[src/rtl/fpcvt_arbiter_if.sv]
// fpcvt_arbiter_if: request/result bundle for the shared FPCVT arbiter.
// slave = arbiter side, master = requesters + result consumer side.
interface fpcvt_arbiter_if #(
    parameter int NREQ = 4
);
    localparam int ID_W = $clog2(NREQ);

    logic [NREQ-1:0]      req_valid;
    logic [13*NREQ-1:0]   req_data;
    logic [NREQ-1:0]      req_ready;
    logic                 out_valid;
    logic                 out_ready;
    logic                 out_S;
    logic [2:0]           out_E;
    logic [4:0]           out_F;
    logic [ID_W-1:0]      out_id;
    logic                 busy;

    modport slave (
        input  req_valid, req_data, out_ready,
        output req_ready, out_valid, out_S, out_E, out_F, out_id, busy
    );

    modport master (
        output req_valid, req_data, out_ready,
        input  req_ready, out_valid, out_S, out_E, out_F, out_id, busy
    );
endinterface

[src/rtl/fpcvt_arbiter.sv]
// fpcvt_arbiter: one combinational FPCVT (13-bit two's complement -> S/E/F)
// shared round-robin among NREQ requesters, result on a registered port.
// Optional macro FPCVT_ARB_STATS_EN adds a saturating 16-bit count of
// retired results on port conv_count.
module fpcvt_arbiter #(
    parameter int NREQ = 4
) (
    input  logic                 clk,
    input  logic                 rst,
    fpcvt_arbiter_if.slave       bus
`ifdef FPCVT_ARB_STATS_EN
    ,
    output logic [15:0]          conv_count
`endif
);
    localparam int ID_W = $clog2(NREQ);

    typedef enum logic [1:0] {IDLE, CONV, OUT} state_t;

    state_t          r_state, w_next;
    logic [ID_W-1:0] r_ptr, r_id, w_g;
    logic [12:0]     r_op;
    logic [ID_W:0]   w_idx;
    logic            w_found, w_grant_en, w_accept;

    logic            r_out_valid, r_S;
    logic [2:0]      r_E;
    logic [4:0]      r_F;
    logic [ID_W-1:0] r_out_id;

    logic            w_S, w_r;
    logic [12:0]     w_M;
    logic [2:0]      w_e0, w_E;
    logic [4:0]      w_f0, w_F;

    // Round-robin search starting at r_ptr; scanning downward so the last hit
    // (smallest offset from r_ptr) wins.
    always_comb begin
        w_found = 1'b0;
        w_g     = '0;
        w_idx   = '0;
        for (int k = NREQ - 1; k >= 0; k--) begin
            w_idx = {1'b0, r_ptr} + (ID_W + 1)'(k);
            if (w_idx >= (ID_W + 1)'(NREQ))
                w_idx = w_idx - (ID_W + 1)'(NREQ);
            if (bus.req_valid[w_idx[ID_W-1:0]]) begin
                w_found = 1'b1;
                w_g     = w_idx[ID_W-1:0];
            end
        end
    end

    // Grants only open in IDLE, or in OUT on the cycle the result retires.
    assign w_grant_en = !rst && ((r_state == IDLE) || (r_state == OUT && bus.out_ready));
    assign w_accept   = w_grant_en && w_found;

    // One-hot ready for the selected requester.
    always_comb begin
        bus.req_ready = '0;
        if (w_accept)
            bus.req_ready[w_g] = 1'b1;
    end

    // FPCVT: magnitude, exponent from leading one, 5-bit window, round-half-up
    // with exponent carry and clamp at the top code.
    always_comb begin
        w_S  = r_op[12];
        w_M  = w_S ? (~r_op + 13'd1) : r_op;
        if      (w_M[11]) w_e0 = 3'd7;
        else if (w_M[10]) w_e0 = 3'd6;
        else if (w_M[9])  w_e0 = 3'd5;
        else if (w_M[8])  w_e0 = 3'd4;
        else if (w_M[7])  w_e0 = 3'd3;
        else if (w_M[6])  w_e0 = 3'd2;
        else if (w_M[5])  w_e0 = 3'd1;
        else              w_e0 = 3'd0;
        w_f0 = 5'(w_M >> w_e0);
        w_r  = (w_e0 != 3'd0) && w_M[w_e0 - 3'd1];
        w_E  = w_e0;
        w_F  = w_f0;
        if (w_M[12]) begin
            // Only -4096 reaches bit 12; it saturates to the largest code.
            w_E = 3'd7;
            w_F = 5'b11111;
        end else if (w_r) begin
            if (w_f0 != 5'b11111) begin
                w_F = w_f0 + 5'd1;
            end else if (w_e0 != 3'd7) begin
                w_E = w_e0 + 3'd1;
                w_F = 5'b10000;
            end
        end
    end

    // State register.
    always_ff @(posedge clk) begin
        if (rst) r_state <= IDLE;
        else     r_state <= w_next;
    end

    // Next-state logic.
    always_comb begin
        w_next = r_state;
        case (r_state)
            IDLE:    if (w_accept) w_next = CONV;
            CONV:    w_next = OUT;
            OUT:     if (bus.out_ready) w_next = w_accept ? CONV : IDLE;
            default: w_next = IDLE;
        endcase
    end

    // Operand capture, pointer advance and output register.
    always_ff @(posedge clk) begin
        if (rst) begin
            r_op        <= '0;
            r_id        <= '0;
            r_ptr       <= '0;
            r_out_valid <= 1'b0;
            r_S         <= 1'b0;
            r_E         <= '0;
            r_F         <= '0;
            r_out_id    <= '0;
        end else begin
            if (w_accept) begin
                r_op  <= bus.req_data[13*w_g +: 13];
                r_id  <= w_g;
                r_ptr <= (w_g == ID_W'(NREQ - 1)) ? '0 : w_g + ID_W'(1);
            end
            if (r_state == CONV) begin
                r_S         <= w_S;
                r_E         <= w_E;
                r_F         <= w_F;
                r_out_id    <= r_id;
                r_out_valid <= 1'b1;
            end else if (r_state == OUT && bus.out_ready) begin
                r_out_valid <= 1'b0;
            end
        end
    end

    assign bus.out_valid = r_out_valid;
    assign bus.out_S     = r_S;
    assign bus.out_E     = r_E;
    assign bus.out_F     = r_F;
    assign bus.out_id    = r_out_id;
    assign bus.busy      = (r_state != IDLE);

`ifdef FPCVT_ARB_STATS_EN
    // Saturating count of retired results.
    always_ff @(posedge clk) begin
        if (rst)
            conv_count <= '0;
        else if (r_out_valid && bus.out_ready && conv_count != 16'hFFFF)
            conv_count <= conv_count + 16'd1;
    end
`endif
endmodule

[src/flat_wrapper.sv]
// flat-port wrapper written by rule: the top's interface ports become plain ports
module fpcvt_arbiter_flat 
#(
    parameter int NREQ = 4
)
  (clk, rst, bus_req_valid, bus_req_data, bus_out_ready, bus_req_ready, bus_out_valid, bus_out_S, bus_out_E, bus_out_F, bus_out_id, bus_busy);
  fpcvt_arbiter_if #(.NREQ(NREQ)) bus_i ();
  input  logic clk;
  input  logic rst;
  input wire logic [$bits(bus_i.req_valid)-1:0] bus_req_valid;
  input wire logic [$bits(bus_i.req_data)-1:0] bus_req_data;
  input wire logic [$bits(bus_i.out_ready)-1:0] bus_out_ready;
  output wire logic [$bits(bus_i.req_ready)-1:0] bus_req_ready;
  output wire logic [$bits(bus_i.out_valid)-1:0] bus_out_valid;
  output wire logic [$bits(bus_i.out_S)-1:0] bus_out_S;
  output wire logic [$bits(bus_i.out_E)-1:0] bus_out_E;
  output wire logic [$bits(bus_i.out_F)-1:0] bus_out_F;
  output wire logic [$bits(bus_i.out_id)-1:0] bus_out_id;
  output wire logic [$bits(bus_i.busy)-1:0] bus_busy;
  assign bus_i.req_valid = bus_req_valid;
  assign bus_i.req_data = bus_req_data;
  assign bus_i.out_ready = bus_out_ready;
  assign bus_req_ready = bus_i.req_ready;
  assign bus_out_valid = bus_i.out_valid;
  assign bus_out_S = bus_i.out_S;
  assign bus_out_E = bus_i.out_E;
  assign bus_out_F = bus_i.out_F;
  assign bus_out_id = bus_i.out_id;
  assign bus_busy = bus_i.busy;
  fpcvt_arbiter #(.NREQ(NREQ)) u_core (.clk(clk), .rst(rst), .bus(bus_i));
endmodule
[config.mk]
export PLATFORM = sky130hd
export DESIGN_NAME = fpcvt_arbiter_flat
export DESIGN_NICKNAME = d
export VERILOG_FILES = /design/src/rtl/fpcvt_arbiter_if.sv /design/src/rtl/fpcvt_arbiter.sv /design/src/flat_wrapper.sv
export SDC_FILE = /design/constraint.sdc
export NUM_CORES = 1
export LEC_CHECK = 0
export CAP_MARGIN = 30
export CORE_UTILIZATION = 35
export CTS_CLUSTER_SIZE = 16
export DETAILED_ROUTE_END_ITERATION = 12
export SLEW_MARGIN = 20
export SYNTH_ARGS = -nofsm -noshare
export SYNTH_HDL_FRONTEND = slang
export SYNTH_SLANG_ARGS = --single-unit
[constraint.sdc]
create_clock -name clk -period 11.97 [get_ports clk]
set_input_delay 1.197 -clock clk [delete_from_list [all_inputs] [get_ports clk]]
set_output_delay 1.197 -clock clk [all_outputs]
set_load 0.05 [all_outputs]
==> results by group <==
Timing
  • Worst clock skew: between 0.008 and 0.009 ns
  • Tmin final: 5.575 ns
  • Setup TNS Final: 0 ns
  • Slew HR: 37.79%
  • Unrepaired setup endpoints after global routing: no
  • Fin worst setup slack: 6.395 ns
  • F_max: approximately 180 MHz
  • Fin Hold WS: between 0.4 and 0.5 ns
  • Final hold violations: 0
  • Final Setup Violations: 0
  • Max-slew violation count: 0
  • Period utilisation layout: 46.57%
  • Worst-Margin Slew: 0.9246 ns

Logic synthesis
  • Post-synth EDFFs: 0
  • Combinational family with the most area after synthesis: compound AO/OA/AOI/OAI gates
  • Simple-gate share of the synthesized area: 24.37%
  • Mapped Cells: 346
  • Post-synth cell types: 67
  • Syn_nets: 416
  • Synth Area in Compound Gates: 25.09%
  • Syn Area/Cell: 8.057 um^2
  • Top FF cell, synth: dfxtp_1
  • Synth Register Bits: 31
  • Post-Synth Adder-Cell Area: 4.937%
  • Synth Cell Area: 2788 um^2
  • Proportion of synthesized area in mux cells: 12.75%
  • Post-Synth XOR/XNOR Area: roughly 4.7%
  • Ys Warns: 0
  • Sequential area share after synthesis: between 20 and 25%
  • Async S/R FF share, synth: 0%

Clock tree
  • CTS H-tree depth: 2
  • Hold buffers post-CTS: 0
  • # clock sinks: 31
  • Num CTS Buffers: 5
  • Clock latency on the worst-skew pair: 0.28 ns
  • Clk buf depth: 2
  • CTS resizes: 0
  • Setup bufs post-CTS: 0
  • CTS tree: done
  • Clock Root Buffer: clkbuf_8
  • Clock slew at reported path FFs: 0.07 ns

Pwr
  • Pwr dens: ~170 nW/um^2
  • Tot Pwr: 644.4 uW
  • Static Leakage: 1.397 nW
  • VDD IR-drop max: 0.00006034 V

Route
  • Vias per cell: approximately 5.3
  • 1st-pass router iterations: 4
  • Antenna-violating nets left: 0
  • Via count: 2733
  • Initial DRC Count: 102
  • WL/cell: 13.67 um
  • DRC: 0
  • Overall routed net length: 6998 um

GRT
  • Global-route wire length before repair: 12340 um
  • Total Routing Usage GR: between 10% and 20%
  • Vias in the first global route: approximately 2700
  • Grt total ovfl: 0
  • Initial antenna violation count: 0
  • Largest net degree at the start of global routing: 33

Cells and area
  • Final core utilization: a little under half
  • Final Instance Count excl. Fillers: 512
  • Final Cell Area: 3694 um^2
  • Antenna Cells: 0
  • Final net count: approximately 480
  • Share of layout cells above drive strength 1: 10.00%
  • Synth-to-Final Area Change: 32.50%

Floorplanning
  • Initial Utilization: a little over a third
  • Row count: 32
  • IO Pins: 76
  • Chip Width: 91.25 um
  • Core box area: a little under 8000 um^2
  • Die area: between 8000 and 9000 um^2
  • Die H: 91.25 um

Worst setup path
  • Critical Path End Type: primary output
  • Required time of the critical path: between 10 and 15 ns
  • CP Launch Type: input port
  • Critical path class: in -> out
  • Worst-path fanout max: 25
  • CP arrival: 4.38 ns

Place
  • Setup slack at placement: 6.138 ns
  • DPL Wire Length: 5553 um
  • I/O Buffers: 75
  • Placement Cell Area: 3578 um^2
  • Placed insts: roughly 500
  • GP Congestion: 0.8577

Job
  • MaxCap Viol Count: 0

Worst hold path
  • Hold WC Path Type: reg -> reg

Outcome
  • Outcome: finished clean
==> per-layer routing <==
metal / GRT usage [%] / wire, um
met4: 5.026 / 98
met2: 29.80 / 3200
met5: 0 / 0
met1: 22.82 / 3212
met3: 4.690 / 486
==> final cells by class <==
type / count / area (um^2)
Multi-Input combinational cell: 276 / 2002
Fill cell: 762 / 4034
Clock buffer: 7 / 96.34
Timing Repair Buffer: 77 / 769.5
Tap cell: 102 / 127.6
Sequential cell: 31 / 620.6
Clock inverter: 1 / 7.507
Inverter: 18 / 70.07
==> cells in the mapped netlist, types with 6 or more instances <==
library cell | n | area (um^2)
a211oi_1 | 12 | 90.09
a21oi_1 | 13 | 65.06
and2_1 | 6 | 37.54
clkbuf_1 | 18 | 67.56
dfxtp_1 | 31 | 620.6
ha_1 | 11 | 137.6
inv_1 | 17 | 63.81
mux2_2 | 7 | 78.83
mux2i_1 | 22 | 220.2
nand2_1 | 36 | 135.1
nand2b_1 | 6 | 37.54
nand3_1 | 11 | 55.05
nand3b_1 | 12 | 90.09
nor2_1 | 21 | 78.83
nor3_1 | 6 | 30.03
o21ai_0 | 27 | 135.1
o31ai_1 | 6 | 45.04
xnor2_1 | 9 | 78.83
==> critical path, cell delays in order <==
cell and delay, ns:
clkdlybuf4s50_1 0.59, buf_6 0.26, or4_1 0.86, inv_1 0.46, and2_1 0.19, clkdlybuf4s50_1 0.81
==> where the power goes <==
part           switching (mW)  internal (mW)  total (mW)  leakage [nW]
sequential             0.0208          0.120       0.141         0.256
combinational           0.238          0.172       0.410          1.09
clock                  0.0413         0.0523      0.0936        0.0505
==> logic make-up (layout without fill, tap and decap cells) <==
kind of cell | after synthesis | in the layout
simple gates | 126 | 126
compound gates | 93 | 93
buf+inv | 39 | 103
mux | 32 | 32
flops | 31 | 31
xor+xnor | 14 | 14
fa+ha+maj | 11 | 11
==> final timing paths <==
kind | start | endpoint | slack (ns) | cells past startpoint
max | rst | bus_req_ready[3] | 6.40 | 6
min | u_core.r_id[1] | u_core.bus.out_id[1] | 0.45 | 2
max reg2reg | u_core.r_op[7] | u_core.bus.out_F[3] | 7.21 | 13
min reg2reg | u_core.r_id[1] | u_core.bus.out_id[1] | 0.45 | 2
==> flip-flops by register name, indices dropped and copies added, names as in the netlist <==
| name | cells |
|---|---|
| u_core.bus.out_valid | 1 |
| u_core.r_id | 2 |
| u_core.r_state | 2 |
| u_core.r_op | 13 |
| u_core.r_ptr | 2 |
| u_core.bus.out_id | 2 |
| u_core.bus.out_F | 5 |
| u_core.bus.out_S | 1 |
| u_core.bus.out_E | 3 |
==> layout by cell type, fill, tap and decap left out, types with 3 or more instances in the layout <==
cell / netlist / routed
nand2_1: 36 / 36
mux2i_1: 22 / 22
clkdlybuf4s50_1: 0 / 75
nor2b_1: 4 / 4
xor2_1: 4 / 4
nand3b_1: 12 / 12
or3_1: 3 / 3
nor3_1: 6 / 6
nor4_1: 3 / 3
xnor2_1: 9 / 9
nand3_1: 11 / 11
nor2_1: 21 / 21
inv_1: 17 / 17
o211ai_1: 4 / 4
clkbuf_8: 0 / 7
mux2_2: 7 / 7
a21oi_1: 13 / 13
and2_1: 6 / 6
o21ai_0: 27 / 27
o221a_2: 3 / 3
or2_2: 3 / 3
a211oi_1: 12 / 12
o31ai_1: 6 / 6
dfxtp_1: 31 / 31
ha_1: 11 / 11
nand2b_1: 6 / 6
Power figures use the tool's default switching activity.
